==> config.mk <==
export PLATFORM = sky130hd
export DESIGN_NAME = rx_header_fields_bluetooth_ble
export DESIGN_NICKNAME = d
export VERILOG_FILES = /design/src/rtl/rx_header_fields_bluetooth_ble.sv
export SDC_FILE = /design/constraint.sdc
export NUM_CORES = 1
export LEC_CHECK = 0
export ABC_CLOCK_PERIOD_IN_PS = 2350
export CELL_PAD_IN_SITES_DETAIL_PLACEMENT = 0
export CELL_PAD_IN_SITES_GLOBAL_PLACEMENT = 1
export CORE_MARGIN = 2
export CORE_UTILIZATION = 35
export CTS_BUF_LIST = sky130_fd_sc_hd__clkbuf_4
export DETAILED_ROUTE_END_ITERATION = 10
export MAX_ROUTING_LAYER = met4
export PLACE_DENSITY_LB_ADDON = 0.1
export SYNTH_ARGS = -nofsm -noshare
export SYNTH_HDL_FRONTEND = slang
export SYNTH_SLANG_ARGS = --single-unit
==> constraint.sdc <==
create_clock -name clk -period 2.35 [get_ports clk]
set_clock_uncertainty 0.15 [all_clocks]
set_input_delay 0.705 -clock clk [delete_from_list [all_inputs] [get_ports clk]]
set_output_delay 0.705 -clock clk [all_outputs]
set_load 0.01 [all_outputs]
==> src/rtl/rx_header_fields_bluetooth_ble.sv <==
`default_nettype none
// ============================================================================
// Module   : rx_header_fields_bluetooth_ble
// Purpose  : Serial receive-header field extractor. It collects HDR_BITS
//            de-HEC'd header bits LSB-first and waits for the HEC verdict.
//            It then reports the decoded fields, the HEC status and a
//            duplicate-SEQN flag. Short headers and missing HEC results are
//            reported as aborts. A saturating error counter is kept.
// Ports    : clk, reset (sync, active-high)
//            valid_in/data_bit   - serial header bit stream
//            hec_done/hec_error  - HEC check result pulse
//            clear_seq           - forget SEQN history (new connection)
//            hdr_valid/hdr_abort - one-cycle result pulses
//            lt_addr, pkt_type, flow, arqn, seqn, hec_ok, duplicate
//                                - decoded fields, held until next report
//            err_count           - saturating HEC-fail + abort count
//            busy                - FSM not idle
// Revision : 1.0 - initial release
// ============================================================================
module rx_header_fields_bluetooth_ble #(
  parameter int HDR_BITS = 10,
  parameter int TIMEOUT  = 64
) (
  input  logic       clk,
  input  logic       reset,
  input  logic       valid_in,
  input  logic       data_bit,
  input  logic       hec_done,
  input  logic       hec_error,
  input  logic       clear_seq,
  output logic       hdr_valid,
  output logic       hdr_abort,
  output logic [2:0] lt_addr,
  output logic [3:0] pkt_type,
  output logic       flow,
  output logic       arqn,
  output logic       seqn,
  output logic       hec_ok,
  output logic       duplicate,
  output logic [7:0] err_count,
  output logic       busy
);

  localparam int c_cnt_w = (HDR_BITS > 2) ? $clog2(HDR_BITS) : 1;
  localparam int c_tmo_w = (TIMEOUT > 2) ? $clog2(TIMEOUT) : 1;
  localparam logic [c_cnt_w-1:0] c_last_bit = c_cnt_w'(HDR_BITS - 1);
  localparam logic [c_tmo_w-1:0] c_tmo_last = c_tmo_w'(TIMEOUT - 1);

  typedef enum logic [1:0] {
    S_IDLE     = 2'd0,
    S_COLLECT  = 2'd1,
    S_WAIT_HEC = 2'd2,
    S_REPORT   = 2'd3
  } state_t;

  state_t               state_q;
  logic [c_cnt_w-1:0]   bit_cnt_q;
  logic [c_tmo_w-1:0]   tmo_q;
  logic [HDR_BITS-1:0]  hdr_q;
  logic                 seq_seen_q;
  logic                 last_seqn_q;
  logic [7:0]           err_q;
  logic                 hdr_valid_q;
  logic                 hdr_abort_q;
  logic [2:0]           lt_addr_q;
  logic [3:0]           pkt_type_q;
  logic                 flow_q;
  logic                 arqn_q;
  logic                 seqn_q;
  logic                 hec_ok_q;
  logic                 dup_q;

  logic [7:0]           err_inc_d;
  logic                 dup_d;

  // Saturating increment: the counter sticks at 255 instead of wrapping.
  assign err_inc_d = (err_q == 8'hFF) ? err_q : (err_q + 8'd1);

  // Evaluated on the hec_done cycle against the history as it stood before
  // this header; a failed HEC can never be a duplicate.
  assign dup_d = ~hec_error & seq_seen_q & (hdr_q[9] == last_seqn_q);

  always_ff @(posedge clk) begin
    if (reset) begin
      state_q     <= S_IDLE;
      bit_cnt_q   <= '0;
      tmo_q       <= '0;
      hdr_q       <= '0;
      seq_seen_q  <= 1'b0;
      last_seqn_q <= 1'b0;
      err_q       <= 8'd0;
      hdr_valid_q <= 1'b0;
      hdr_abort_q <= 1'b0;
      lt_addr_q   <= 3'd0;
      pkt_type_q  <= 4'd0;
      flow_q      <= 1'b0;
      arqn_q      <= 1'b0;
      seqn_q      <= 1'b0;
      hec_ok_q    <= 1'b0;
      dup_q       <= 1'b0;
    end else begin
      // Result strobes are single-cycle unless re-asserted below.
      hdr_valid_q <= 1'b0;
      hdr_abort_q <= 1'b0;

      case (state_q)
        S_IDLE: begin
          if (valid_in) begin
            hdr_q[0]  <= data_bit;
            bit_cnt_q <= c_cnt_w'(1);
            state_q   <= S_COLLECT;
          end
        end

        S_COLLECT: begin
          if (valid_in) begin
            hdr_q[bit_cnt_q] <= data_bit;
            bit_cnt_q        <= bit_cnt_q + c_cnt_w'(1);
            if (bit_cnt_q == c_last_bit) begin
              tmo_q   <= '0;
              state_q <= S_WAIT_HEC;
            end
          end else begin
            // Gap in the bit stream before the header is complete.
            hdr_abort_q <= 1'b1;
            err_q       <= err_inc_d;
            state_q     <= S_IDLE;
          end
        end

        S_WAIT_HEC: begin
          // HEC/payload bits on valid_in/data_bit are deliberately not
          // captured here. hec_done outranks the timeout on the last count.
          if (hec_done) begin
            hec_ok_q    <= ~hec_error;
            dup_q       <= dup_d;
            lt_addr_q   <= hdr_q[2:0];
            pkt_type_q  <= hdr_q[6:3];
            flow_q      <= hdr_q[7];
            arqn_q      <= hdr_q[8];
            seqn_q      <= hdr_q[9];
            hdr_valid_q <= 1'b1;
            state_q     <= S_REPORT;
          end else if (tmo_q == c_tmo_last) begin
            hdr_abort_q <= 1'b1;
            err_q       <= err_inc_d;
            state_q     <= S_IDLE;
          end else begin
            tmo_q <= tmo_q + c_tmo_w'(1);
          end
        end

        S_REPORT: begin
          // History only advances on a header whose HEC passed.
          if (hec_ok_q) begin
            last_seqn_q <= seqn_q;
            seq_seen_q  <= 1'b1;
          end else begin
            err_q <= err_inc_d;
          end
          state_q <= S_IDLE;
        end

        default: state_q <= S_IDLE;
      endcase

      // Placed last so a clear on the same edge as a REPORT update wins.
      if (clear_seq) begin
        seq_seen_q <= 1'b0;
      end
    end
  end

  assign hdr_valid = hdr_valid_q;
  assign hdr_abort = hdr_abort_q;
  assign lt_addr   = lt_addr_q;
  assign pkt_type  = pkt_type_q;
  assign flow      = flow_q;
  assign arqn      = arqn_q;
  assign seqn      = seqn_q;
  assign hec_ok    = hec_ok_q;
  assign duplicate = dup_q;
  assign err_count = err_q;
  assign busy      = (state_q != S_IDLE);

endmodule
`default_nettype wire

==> impl_metrics.py <==
metrics = {
    "synthesis": {
        "synth_edf_count": 0,
        "synth.area.top_cells": "dfxtp_1 (41%), a21oi_1 (7.3%), nand2_1 (6.3%)",
        "synth_compound_area_share_pct": 18.7,
        "avgSynthCellArea_um2": 8.48,
        "postSynthCellCount": 265,
        "synthFlopType": "dfxtp_1",
        "synth_nets": 283,
        "netlist_area_um2": 2250,
        "synth-xor-area-share_pct": 0.390,
        "yosysWarnings": 0,
        "netlist.area_leader.share_pct": 41.0,
        "synth_top_family_by_area": "simple AND/OR/NAND/NOR gates",
        "yosys.area.top_type": "dfxtp_1",
        "synth_fa_ha_area_share_pct": 6.12,
        "synth_cell_type_count": 45,
        "synthSimpleGateAreaFrac_pct": 24.4,
        "synthMuxAreaShare_pct": 4.62,
        "synthArstFlopShare_pct": 0,
        "synth_seq_area_share_pct": 41.0,
        "synth-seq-cells": 46,
    },
    "final_layout": {
        "areaGrowthSynthToFinish_pct": 22.0,
        "fin_nets": 320,
        "drive_above_1_share_pct": 13.2,
        "instances_no_fill": 380,
        "final_common_cell": "dfxtp_1",
        "fillers": 650,
        "finalInstanceArea_um2": 2740,
        "final_cell_mix": "dfxtp_1 (43), nand2_1 (38), a21oi_1 (33), clkdlybuf4s50_1 (27), buf_4 (17)",
        "diodes": 0,
    },
    "setup_path": {
        "worstPathArrival_ps": 1410,
        "crit_fanout": 7,
        "worst-endpoint-required_ps": 1490,
        "startpoint_type": "flop",
        "crit_slowest_cell": "clkdlybuf4s50_1",
        "cp_top_family": "buffers and inverters",
        "crit_type": "reg2out",
        "worstPathCellList": "clkdlybuf4s50_1",
        "r2r_end": "err_count[6]",
        "setup.worst_path.end": "err_count[3]",
        "r2r_slack_ps": 230,
        "r2r_start": "tmo_q[0]",
        "cpPeakStageDelay_ps": 570,
        "startpoint": "err_count[3]",
        "r2r_cells": 5,
        "worst-path-buf-inv": 1,
        "path_depth": 1,
        "end_kind": "primary output",
    },
    "timing": {
        "worst_slack_ps": 88.9,
        "hold_slack_ps": 312,
        "fin_tns_setup_ps": 0,
        "drv_slew": 0,
        "period_needed_ps": 2260,
        "fmax_mhz": 442,
        "worst_pin_slew_ps": 520,
        "setup_viol": 0,
        "finalCritPeriodShare_pct": 96.2,
        "hold_violations": 0,
        "rsz0062_at_grt": "false",
        "slew_headroom_pct": 64.9,
    },
    "die": {
        "start_util_pct": 35.8,
        "core_um2": 6280,
        "rows": 29,
        "die_x_um": 84.2,
        "die_area_um2": 7080,
        "die_y_um": 84.2,
        "num_io_pins": 30,
    },
    "global_route": {
        "grt_first_pass_wirelength_mm": 9.15,
        "grt_pass1_vias": 1898,
        "antenna_found_initial": 0,
        "grt_max_degree": 21,
        "groute.usage.overall_pct": 16.5,
        "grt.overflow.total": 0,
    },
    "placement": {
        "io_buffer_count": 29,
        "gp_congestion": 0.839,
        "dp_hpwl_mm": 3.77,
        "pre_cts_slack_ps": -236,
        "place_area_um2": 2680,
        "placed_cells": 372,
    },
    "power_and_ir_drop": {
        "seqPwrFrac_pct": 56.3,
        "swShare_pct": 28.8,
        "powerDensity_nw_per_um2": 520,
        "internal_power_mw": 1.02,
        "max-vdd-ir-drop_uv": 251,
        "power_frac_clock_pct": 28.7,
        "comb_power_share_pct": 15.0,
        "switchingPower_mw": 0.411,
        "p_leak_nw": 0.935,
    },
    "cts": {
        "numCtsBuffers": 5,
        "cts_hold_buf": 0,
        "clock_path_buffers": 2,
        "clk_pin_slew_ps": 140,
        "cts.sinks": 46,
        "htreeDepth": 2,
        "cts_tree": "yes",
        "cts_setup_buffers": 0,
        "root_buffer": "clkbuf_4",
        "insertion_delay_ps": 370,
    },
    "routing": {
        "ant_nets": 0,
        "viasPerCell": 5.28,
        "drc": 0,
        "vias": 2008,
        "wl_per_cell_um": 14.1,
        "dr.pass1.iters": 5,
        "drt_wl_total_mm": 5.36,
        "drtIter0Drc": 84,
    },
    "run": {
        "drv_cap": 0,
    },
    "min_path": {
        "hold_class": "reg2reg",
    },
    "run_status": {
        "run_status": "complete, no violations",
    },
}
[flip-flops by register name (all words and copies together) (netlist names)]
signal	cells
hdr_q	10
err_count	8
tmo_q	6
bit_cnt_q	4
pkt_type	4
lt_addr	3
state_q	2
arqn	1
duplicate	1
flow	1
hdr_abort	1
hdr_valid	1
hec_ok	1
last_seqn_q	1
seq_seen_q	1
seqn	1
[worst min-delay path, delay by kind of cell (launching register included)]
family | cells | cell delay [ps]
DFF | 1 | 340
and+or+nand+nor | 1 | 50
AOI/OAI and AO/OA | 1 | 50
[Yosys cell counts (5+ instances only)]
cell type   n
nor2_1     16
a21oi_1    33
nand2_1    38
mux2i_1     7
clkbuf_1   11
ha_1       11
dfxtp_1    46
nand3_1    16
nor3b_1     5
inv_1       8
o21ai_0    12
[power groups by stage]
stage	registers, mW	clock network (mW)	logic, mW
2_1_floorplan	0.820	0	0.122
3_3_place_gp	0.821	0	0.216
3_5_place_dp	0.821	0	0.215
4_1_cts	0.804	0.423	0.215
5_1_grt	0.806	0.453	0.238
6_report	0.804	0.410	0.214
[per-stage QoR]
step	utilization, %	total power [mW]
2_1_floorplan	-	0.943
3_3_place_gp	42.7	1.04
3_5_place_dp	42.7	1.04
4_1_cts	43.7	1.44
5_1_grt	43.7	1.50
6_report	43.7	1.43
[timing repair]
item	in CTS	in global routing
gates resized for setup	4	1
setup endpoints to repair	1	1
pin swaps	0	0
cloned	0	0
[layer usage]
layer  vias to the layer above  wire length, µm  track usage, %
li1                       1019                -               -
met1                       954             2550            20.7
met2                        28             2590            26.4
met3                         7              148            3.34
met4                         0               78            5.72
met5                         -                0               -
[area by class of cell]
| cell class | count | area (µm²) | area share [%] |
|---|---|---|---|
| clock buffer | 6 | 45.0 | 1.64 |
| timing repair buffer | 46 | 412 | 15.0 |
| multi-input combinational | 195 | 1220 | 44.5 |
| sequential | 46 | 927 | 33.8 |
| clock inverter | 2 | 13.8 | 0.502 |
| tap | 77 | 96.3 | 3.51 |
| inverter | 8 | 30.0 | 1.09 |
[worst min-delay path by stage]
| stage | startpoint | end | slack, ps | cells past startpoint |
|---|---|---|---|---|
| finish | hdr_q[8] | arqn | 310 | 2 |
| floorplan | hdr_q[8] | arqn | 280 | 2 |
| global route | hdr_q[2] | lt_addr[2] | 330 | 2 |
| CTS | lt_addr[2] | lt_addr[2] | 320 | 2 |
| global placement | pkt_type[3] | pkt_type[3] | 290 | 2 |
| detailed placement | lt_addr[1] | lt_addr[1] | 300 | 2 |
[logic make-up after synthesis]
family	count (synthesis)
XOR/XNOR	1
adder cells (fa/ha/maj)	11
flip-flops	46
AO/OA/AOI/OAI	66
buffers and inverters	24
multiplexers	10
AND/OR/NAND/NOR	107
Note: power is estimated with default switching activity, not from simulation.
